==> config.mk <==
export PLATFORM = sky130hd
export DESIGN_NAME = axi_to_bus
export DESIGN_NICKNAME = d
export VERILOG_FILES = /design/src/rtl/axi_to_bus.sv
export SDC_FILE = /design/constraint.sdc
export NUM_CORES = 1
export LEC_CHECK = 0
export CELL_PAD_IN_SITES_DETAIL_PLACEMENT = 1
export CELL_PAD_IN_SITES_GLOBAL_PLACEMENT = 1
export CORE_ASPECT_RATIO = 1.75
export CORE_MARGIN = 10
export CORE_UTILIZATION = 29
export CTS_CLUSTER_DIAMETER = 80
export DETAILED_ROUTE_END_ITERATION = 16
export PLACE_DENSITY = 0.88
export RECOVER_POWER = 50
export SYNTH_ARGS = -nofsm -noshare
export SYNTH_HDL_FRONTEND = slang
export SYNTH_SLANG_ARGS = --single-unit
==> constraint.sdc <==
create_clock -name clk -period 3.1 [get_ports clk]
set_clock_uncertainty 0.2 [all_clocks]
set_input_delay 0.62 -clock clk [delete_from_list [all_inputs] [get_ports clk]]
set_output_delay 0.62 -clock clk [all_outputs]
set_load 0.05 [all_outputs]
==> src/rtl/axi_to_bus.sv <==
// AXI3 32-bit slave that masters MemoryBus, one single-beat bus transaction at a time.
// Optional read watchdog: define AXI_TO_BUS_TIMEOUT_EN.
module axi_to_bus #(
  parameter logic [1:0] ID_PREFIX      = 2'b10,
  parameter int         TIMEOUT_CYCLES = 1024
) (
  input  logic        clk,
  input  logic        rstn,
  output logic        msValid,
  output logic        msWrite,
  output logic [7:0]  msID,
  output logic [29:0] msAddress,
  output logic [23:0] msData,
  input  logic        msTaken,
  input  logic        smValid,
  input  logic [7:0]  smID,
  input  logic [23:0] smData,
  output logic        smTaken,
  input  logic [31:0] araddr,
  input  logic [5:0]  arid,
  input  logic [3:0]  arlen,
  input  logic [1:0]  arburst,
  input  logic        arvalid,
  output logic        arready,
  input  logic [31:0] awaddr,
  input  logic [5:0]  awid,
  input  logic [3:0]  awlen,
  input  logic [1:0]  awburst,
  input  logic        awvalid,
  output logic        awready,
  input  logic [31:0] wdata,
  input  logic [3:0]  wstrb,
  input  logic        wlast,
  input  logic        wvalid,
  input  logic [5:0]  wid,
  output logic        wready,
  output logic [5:0]  bid,
  output logic [1:0]  bresp,
  output logic        bvalid,
  input  logic        bready,
  output logic [5:0]  rid,
  output logic [31:0] rdata,
  output logic [1:0]  rresp,
  output logic        rlast,
  output logic        rvalid,
  input  logic        rready
);

  typedef enum logic [2:0] {IDLE, RD_ISSUE, RD_WAIT, RD_RESP, WR_DATA, WR_ISSUE, WR_RESP} state_t;

  state_t      state, state_nxt;
  logic        rdy_q, prio_wr;
  logic [5:0]  id_q;
  logic [3:0]  len_q, count_q;
  logic [1:0]  burst_q;
  logic [29:0] addr_q;
  logic        err_q, wlast_q;
  logic [23:0] wdata_q;
  logic [31:0] rdata_q;
  logic [1:0]  rresp_q;
  logic        ar_hs, aw_hs, conflict, sm_match, timeout;
  logic        beat_done, beat_end, beat_err, last_flag;

  function automatic logic [29:0] addr_next(input logic [29:0] a, input logic [1:0] b);
    return (b == 2'b00) ? a : a + 30'd1;
  endfunction

  logic unused;
  assign unused = ^{araddr[1:0], awaddr[1:0], wdata[31:24], wid};

  // Ready is registered so it stays low during and right after reset.
  assign conflict = arvalid && awvalid;
  assign arready  = rdy_q && !(conflict && prio_wr);
  assign awready  = rdy_q && !(conflict && !prio_wr);
  assign ar_hs    = arvalid && arready;
  assign aw_hs    = awvalid && awready;

  assign msValid   = (state == RD_ISSUE) || (state == WR_ISSUE);
  assign msWrite   = (state == WR_ISSUE);
  assign msID      = {ID_PREFIX, id_q};
  assign msAddress = addr_q;
  assign msData    = wdata_q;
  assign sm_match  = (state == RD_WAIT) && smValid && (smID == {ID_PREFIX, id_q});
  assign smTaken   = sm_match;

  assign wready = (state == WR_DATA);
  assign rvalid = (state == RD_RESP);
  assign rlast  = rvalid && (count_q == len_q);
  assign rid    = id_q;
  assign rdata  = rdata_q;
  assign rresp  = rresp_q;
  assign bvalid = (state == WR_RESP);
  assign bid    = id_q;
  assign bresp  = (bvalid && err_q) ? 2'b10 : 2'b00;

`ifdef AXI_TO_BUS_TIMEOUT_EN
  localparam int TW = $clog2(TIMEOUT_CYCLES + 1);
  logic [TW-1:0] tmr_q;
  assign timeout = (state == RD_WAIT) && !sm_match && (tmr_q == TW'(TIMEOUT_CYCLES - 1));

  always_ff @(posedge clk or negedge rstn) begin
    if (!rstn)                                tmr_q <= '0;
    else if (state == RD_ISSUE && msTaken)    tmr_q <= '0;
    else if (state == RD_WAIT)                tmr_q <= tmr_q + TW'(1);
  end
`else
  localparam int unused_timeout = TIMEOUT_CYCLES;
  assign timeout = 1'b0;
`endif

  always_comb begin
    state_nxt = state;
    beat_done = 1'b0;
    last_flag = (state == WR_DATA) ? wlast : wlast_q;
    case (state)
      IDLE:     if (ar_hs) state_nxt = RD_ISSUE;
                else if (aw_hs) state_nxt = WR_DATA;
      RD_ISSUE: if (msTaken) state_nxt = RD_WAIT;
      RD_WAIT:  if (sm_match || timeout) state_nxt = RD_RESP;
      RD_RESP:  if (rready) state_nxt = (count_q == len_q) ? IDLE : RD_ISSUE;
      WR_DATA:  if (wvalid) begin
                  if (wstrb != 4'hF) beat_done = 1'b1;
                  else state_nxt = WR_ISSUE;
                end
      WR_ISSUE: if (msTaken) beat_done = 1'b1;
      WR_RESP:  if (bready) state_nxt = IDLE;
      default:  state_nxt = IDLE;
    endcase
    // Burst ends at len or wlast, whichever comes first; disagreement is an error.
    beat_end = (count_q == len_q) || last_flag;
    beat_err = last_flag != (count_q == len_q);
    if (beat_done) state_nxt = beat_end ? WR_RESP : WR_DATA;
  end

  always_ff @(posedge clk or negedge rstn) begin
    if (!rstn) begin
      state   <= IDLE;
      rdy_q   <= 1'b0;
      prio_wr <= 1'b0;
      id_q    <= '0;
      len_q   <= '0;
      count_q <= '0;
      burst_q <= '0;
      addr_q  <= '0;
      err_q   <= 1'b0;
      wlast_q <= 1'b0;
      wdata_q <= '0;
      rdata_q <= '0;
      rresp_q <= '0;
    end else begin
      state <= state_nxt;
      rdy_q <= (state_nxt == IDLE);
      if (state == IDLE && rdy_q && conflict) prio_wr <= !prio_wr;
      if (ar_hs) begin
        id_q <= arid; len_q <= arlen; burst_q <= arburst; addr_q <= araddr[31:2];
        count_q <= '0; err_q <= 1'b0;
      end else if (aw_hs) begin
        id_q <= awid; len_q <= awlen; burst_q <= awburst; addr_q <= awaddr[31:2];
        count_q <= '0; err_q <= 1'b0;
      end
      if (sm_match) begin
        rdata_q <= {8'h00, smData};
        rresp_q <= 2'b00;
      end else if (timeout) begin
        rdata_q <= '0;
        rresp_q <= 2'b10;
      end
      if (state == RD_RESP && rready && count_q != len_q) begin
        count_q <= count_q + 4'd1;
        addr_q  <= addr_next(addr_q, burst_q);
      end
      if (state == WR_DATA && wvalid) begin
        wdata_q <= wdata[23:0];
        wlast_q <= wlast;
        if (wstrb != 4'hF) err_q <= 1'b1;
      end
      if (beat_done) begin
        if (beat_err) err_q <= 1'b1;
        if (!beat_end) begin
          count_q <= count_q + 4'd1;
          addr_q  <= addr_next(addr_q, burst_q);
        end
      end
    end
  end

endmodule

==> metrics.txt <==
Initial Util 29.5%; Final HPWL DP approximately 18 mm; R2R Path End msAddress[22]; IO Pins 291; Hold Violations, Final 0; Buf/Inv on CP 1; Post-synth ARST share 100%; end of the critical path bvalid; total number of H-tree levels 3; first-pass GRT wire length about 35 mm; MaxCap Viol Count 1; largest area contributor in the netlist dfrtp_1; Worst R2R Setup Slack 0.28 ns; GRT Total Usage 17.2%; hold_buf cts 0; Mapped Area roughly 0.0055 mm2; vias per inst roughly 5.2; Initial DRT Pass Iterations 4; worst r2r path cells 8; Slew Viols, Final 39; metal2 WL around 12 mm; Die Height 202 um; Flop pwr share a little over a quarter; port buffer count 259; number of synthesized flops with an enable pin 0; share of post-route cells with drive strength above 1 between 10% and 20%; worst path required time 2.28 ns; run status complete, but fails checks; total CTS buffers 9; CTS Buffer Depth 2; initial DRC count slightly below 300; Worst Setup End Kind output port; Startpoint Class flop; CP Max Fanout 13; die boundary width roughly 120 um; clock root cell clkbuf_16; CP Cell Sequence nor2b_1 > and2_1 > clkdlybuf4s50_1; largest net degree at the start of global routing 51; Via Count 5318; GR Overflow Total 0; Synth Flop Type dfrtp_1; initial antenna violation count 1; CORE AREA between 0.015 and 0.02 mm2; number of global-route vias before repair 5974; final core occ between 40% and 50%; Internal between 4 and 5 mW; M1 wire length just over 8 mm; pin slew with the least headroom to its limit about 2.4 ns; Power per Cell Area roughly 1000 mW/mm2; Arr. time, crit path about 2.1 ns; Clk pwr share between 10% and 20%; Net Sw Frac between 40% and 50%; Cells after Synth 526; CP delay by family, top buffers and inverters; cell leakage power around 3.6 nW; Final TNS setup 0 ns; failing checks capacitance limit, slew limit; Max Clk Rate about 340 MHz; Final ANT Viol Nets 0; WP depth 3; slowest stage delay, CP just over 0.8 ns; WL final about 22 mm; Layout Nets 950; wire per inst 21.9 um; Post-CTS Setup Repair Bufs 0; worst hold slack 0.304 ns; Routed met3 length roughly 1.2 mm; CTS Sinks ~100; Mapped Avg Cell Area 10.5 um2; RD Place Congestion 0.805; crit share post-route a little over nine tenths; Tmin final between 2 and 3 ns; post-synthesis register bit count 101; CTS tree done; Worst Hold Class reg2reg; Syn. warnings 0; Top Metal Used met4; Crit Path Category reg2out; top-area cell type share of the netlist area ~46%; Die Area 0.0251 mm2; Crit-path slowest cell clkdlybuf4s50_1; Max IR drop VDD 0.000688 V; combinational power share about 58%; Worst-path clk slew about 0.070 ns; post-synth cell types between 60 and 70; DR DRC count 0; final setup violation count 0; crit path launch state[1]; sequential share of the synthesized area a little under half; clk_lat worst skew between 0.3 and 0.4 ns; Layout area overhead 57.6%; Worst R2R Start state[0]; P_sw between 4 and 5 mW; Row Count between 60 and 70; top post-synthesis cells by area dfrtp_1 46%, mux2_2 10%, buf_4 3.7%, a222oi_1 2.4%, xnor2_1 2.2%; Slew headroom -61.3%; RSZ-0062 raised after global routing no
[per-stage QoR]
| stage | power, mW | cells | setup WS [ns] | area (um2) |
|---|---|---|---|---|
| 2_1_floorplan | 5.70 | 537 | 0.246 | 5560 |
| 3_3_place_gp | 7.45 | 1002 | 0.240 | 8370 |
| 3_5_place_dp | 7.61 | 1002 | 0.118 | 8370 |
| 4_1_cts | 8.97 | 1018 | 0.0367 | 8710 |
| 5_1_grt | 9.30 | 1018 | 0.0163 | 8680 |
| 6_report | 8.82 | 1019 | 0.148 | 8690 |
[synthesized netlist by cell type, types with 6 or more instances]
master	instances
o21ai_0	20
xnor2_1	14
buf_2	10
and2_1	7
o22ai_1	15
and3_1	9
a221o_1	7
dfrtp_1	101
nor4_1	7
a22oi_1	6
a221oi_1	7
a222oi_1	13
nor2_1	23
nor3b_1	6
nand2_1	26
nor3_1	9
nand3_1	20
inv_1	28
mux2_2	49
buf_4	27
nand4_1	11
a21oi_1	13
clkbuf_1	12
[worst min path at each step]
stage / end / depth (start not counted) / slack [ns] / start
after global placement: err_q / 2 / 0.28 / err_q
after CTS: bid[0] / 1 / 0.07 / rstn
after global routing: msData[3] / 1 / 0.31 / msData[3]
after floorplan: bid[0] / 0 / 0.12 / rstn
after detailed placement: rdata[10] / 1 / 0.30 / rdata[10]
final: rdata[10] / 1 / 0.30 / rdata[10]
[layer usage]
| metal | vias up | GRT usage, % |
|---|---|---|
| li1 | 2428 | - |
| met1 | 2672 | 17.1 |
| met2 | 188 | 32.8 |
| met3 | 30 | 4.17 |
| met4 | 0 | 6.85 |
| met5 | - | 0 |
[sequential cells by signal, summed over array words and instances (netlist names)]
name       flops
rdata         24
rdy_q          1
bid            6
msData        24
wlast_q        1
err_q          1
count_q        4
state          3
msAddress     30
burst_q        2
len_q          4
prio_wr        1
[power groups by stage]
stage / Sequential (mW) / Combinational, mW / Clock [mW]
after floorplan: 3.59 / 2.11 / 0
after global placement: 2.34 / 5.11 / 0
after detailed placement: 2.38 / 5.23 / 0
after CTS: 2.36 / 5.26 / 1.35
after global routing: 2.44 / 5.45 / 1.41
final: 2.35 / 5.15 / 1.32
[worst reg2reg max path, delay by kind of cell, from the launching register on]
| kind | cells | cell delay [ns] |
|---|---|---|
| muxes | 1 | 0.37 |
| AOI/OAI and AO/OA | 2 | 0.43 |
| adders and majority gates | 1 | 0.29 |
| and+or+nand+nor | 2 | 0.55 |
| DFF | 1 | 0.51 |
| buffers and inverters | 2 | 0.36 |
[placed cells by master (no fill, tap or decap), types with 4 or more instances in the layout]
cell type          n
clkdlybuf4s50_1  241
dfrtp_1          101
mux2_2            48
inv_1             28
nand2_1           26
nor2_1            23
o21ai_0           20
nand3_1           20
buf_4             16
o22ai_1           15
xnor2_1           14
a222oi_1          13
conb_1            13
a21oi_1           12
nand4_1           11
dlygate4sd3_1     10
nor3_1             9
and3_1             9
clkbuf_16          9
buf_12             8
nor4_1             7
a221o_1            7
a221oi_1           7
and2_1             6
nor3b_1            6
a22oi_1            6
and4_1             5
or3_1              5
o22a_1             5
a22o_1             5
clkbuf_1           5
nor2b_1            4
mux2i_1            4
o21a_1             4
o21ai_1            4
o221a_2            4
[cell families after synthesis]
family	synth area share (%)
DFF	45.9
AOI/OAI and AO/OA	18.0
and+or+nand+nor	13.9
other	0.136
xor gates and xnor gates	2.54
muxes	10.7
adders and majority gates	0.681
buffers and inverters	8.06
[cell type report]
class,count,area [um2]
flip-flops and latches,101,2530
diodes,1,2.50
inverters,28,105
clock buffers,10,229
multi-input cells,354,2590
fillers,2095,9980
clock inverters,6,109
repair buffers,281,2830
well taps,238,298
[repair_timing]
action	CTS	global route
gates resized for setup	0	1
hold endpoints to repair	0	0
setup endpoints to repair	0	1
(Power assumes the default switching activity.)
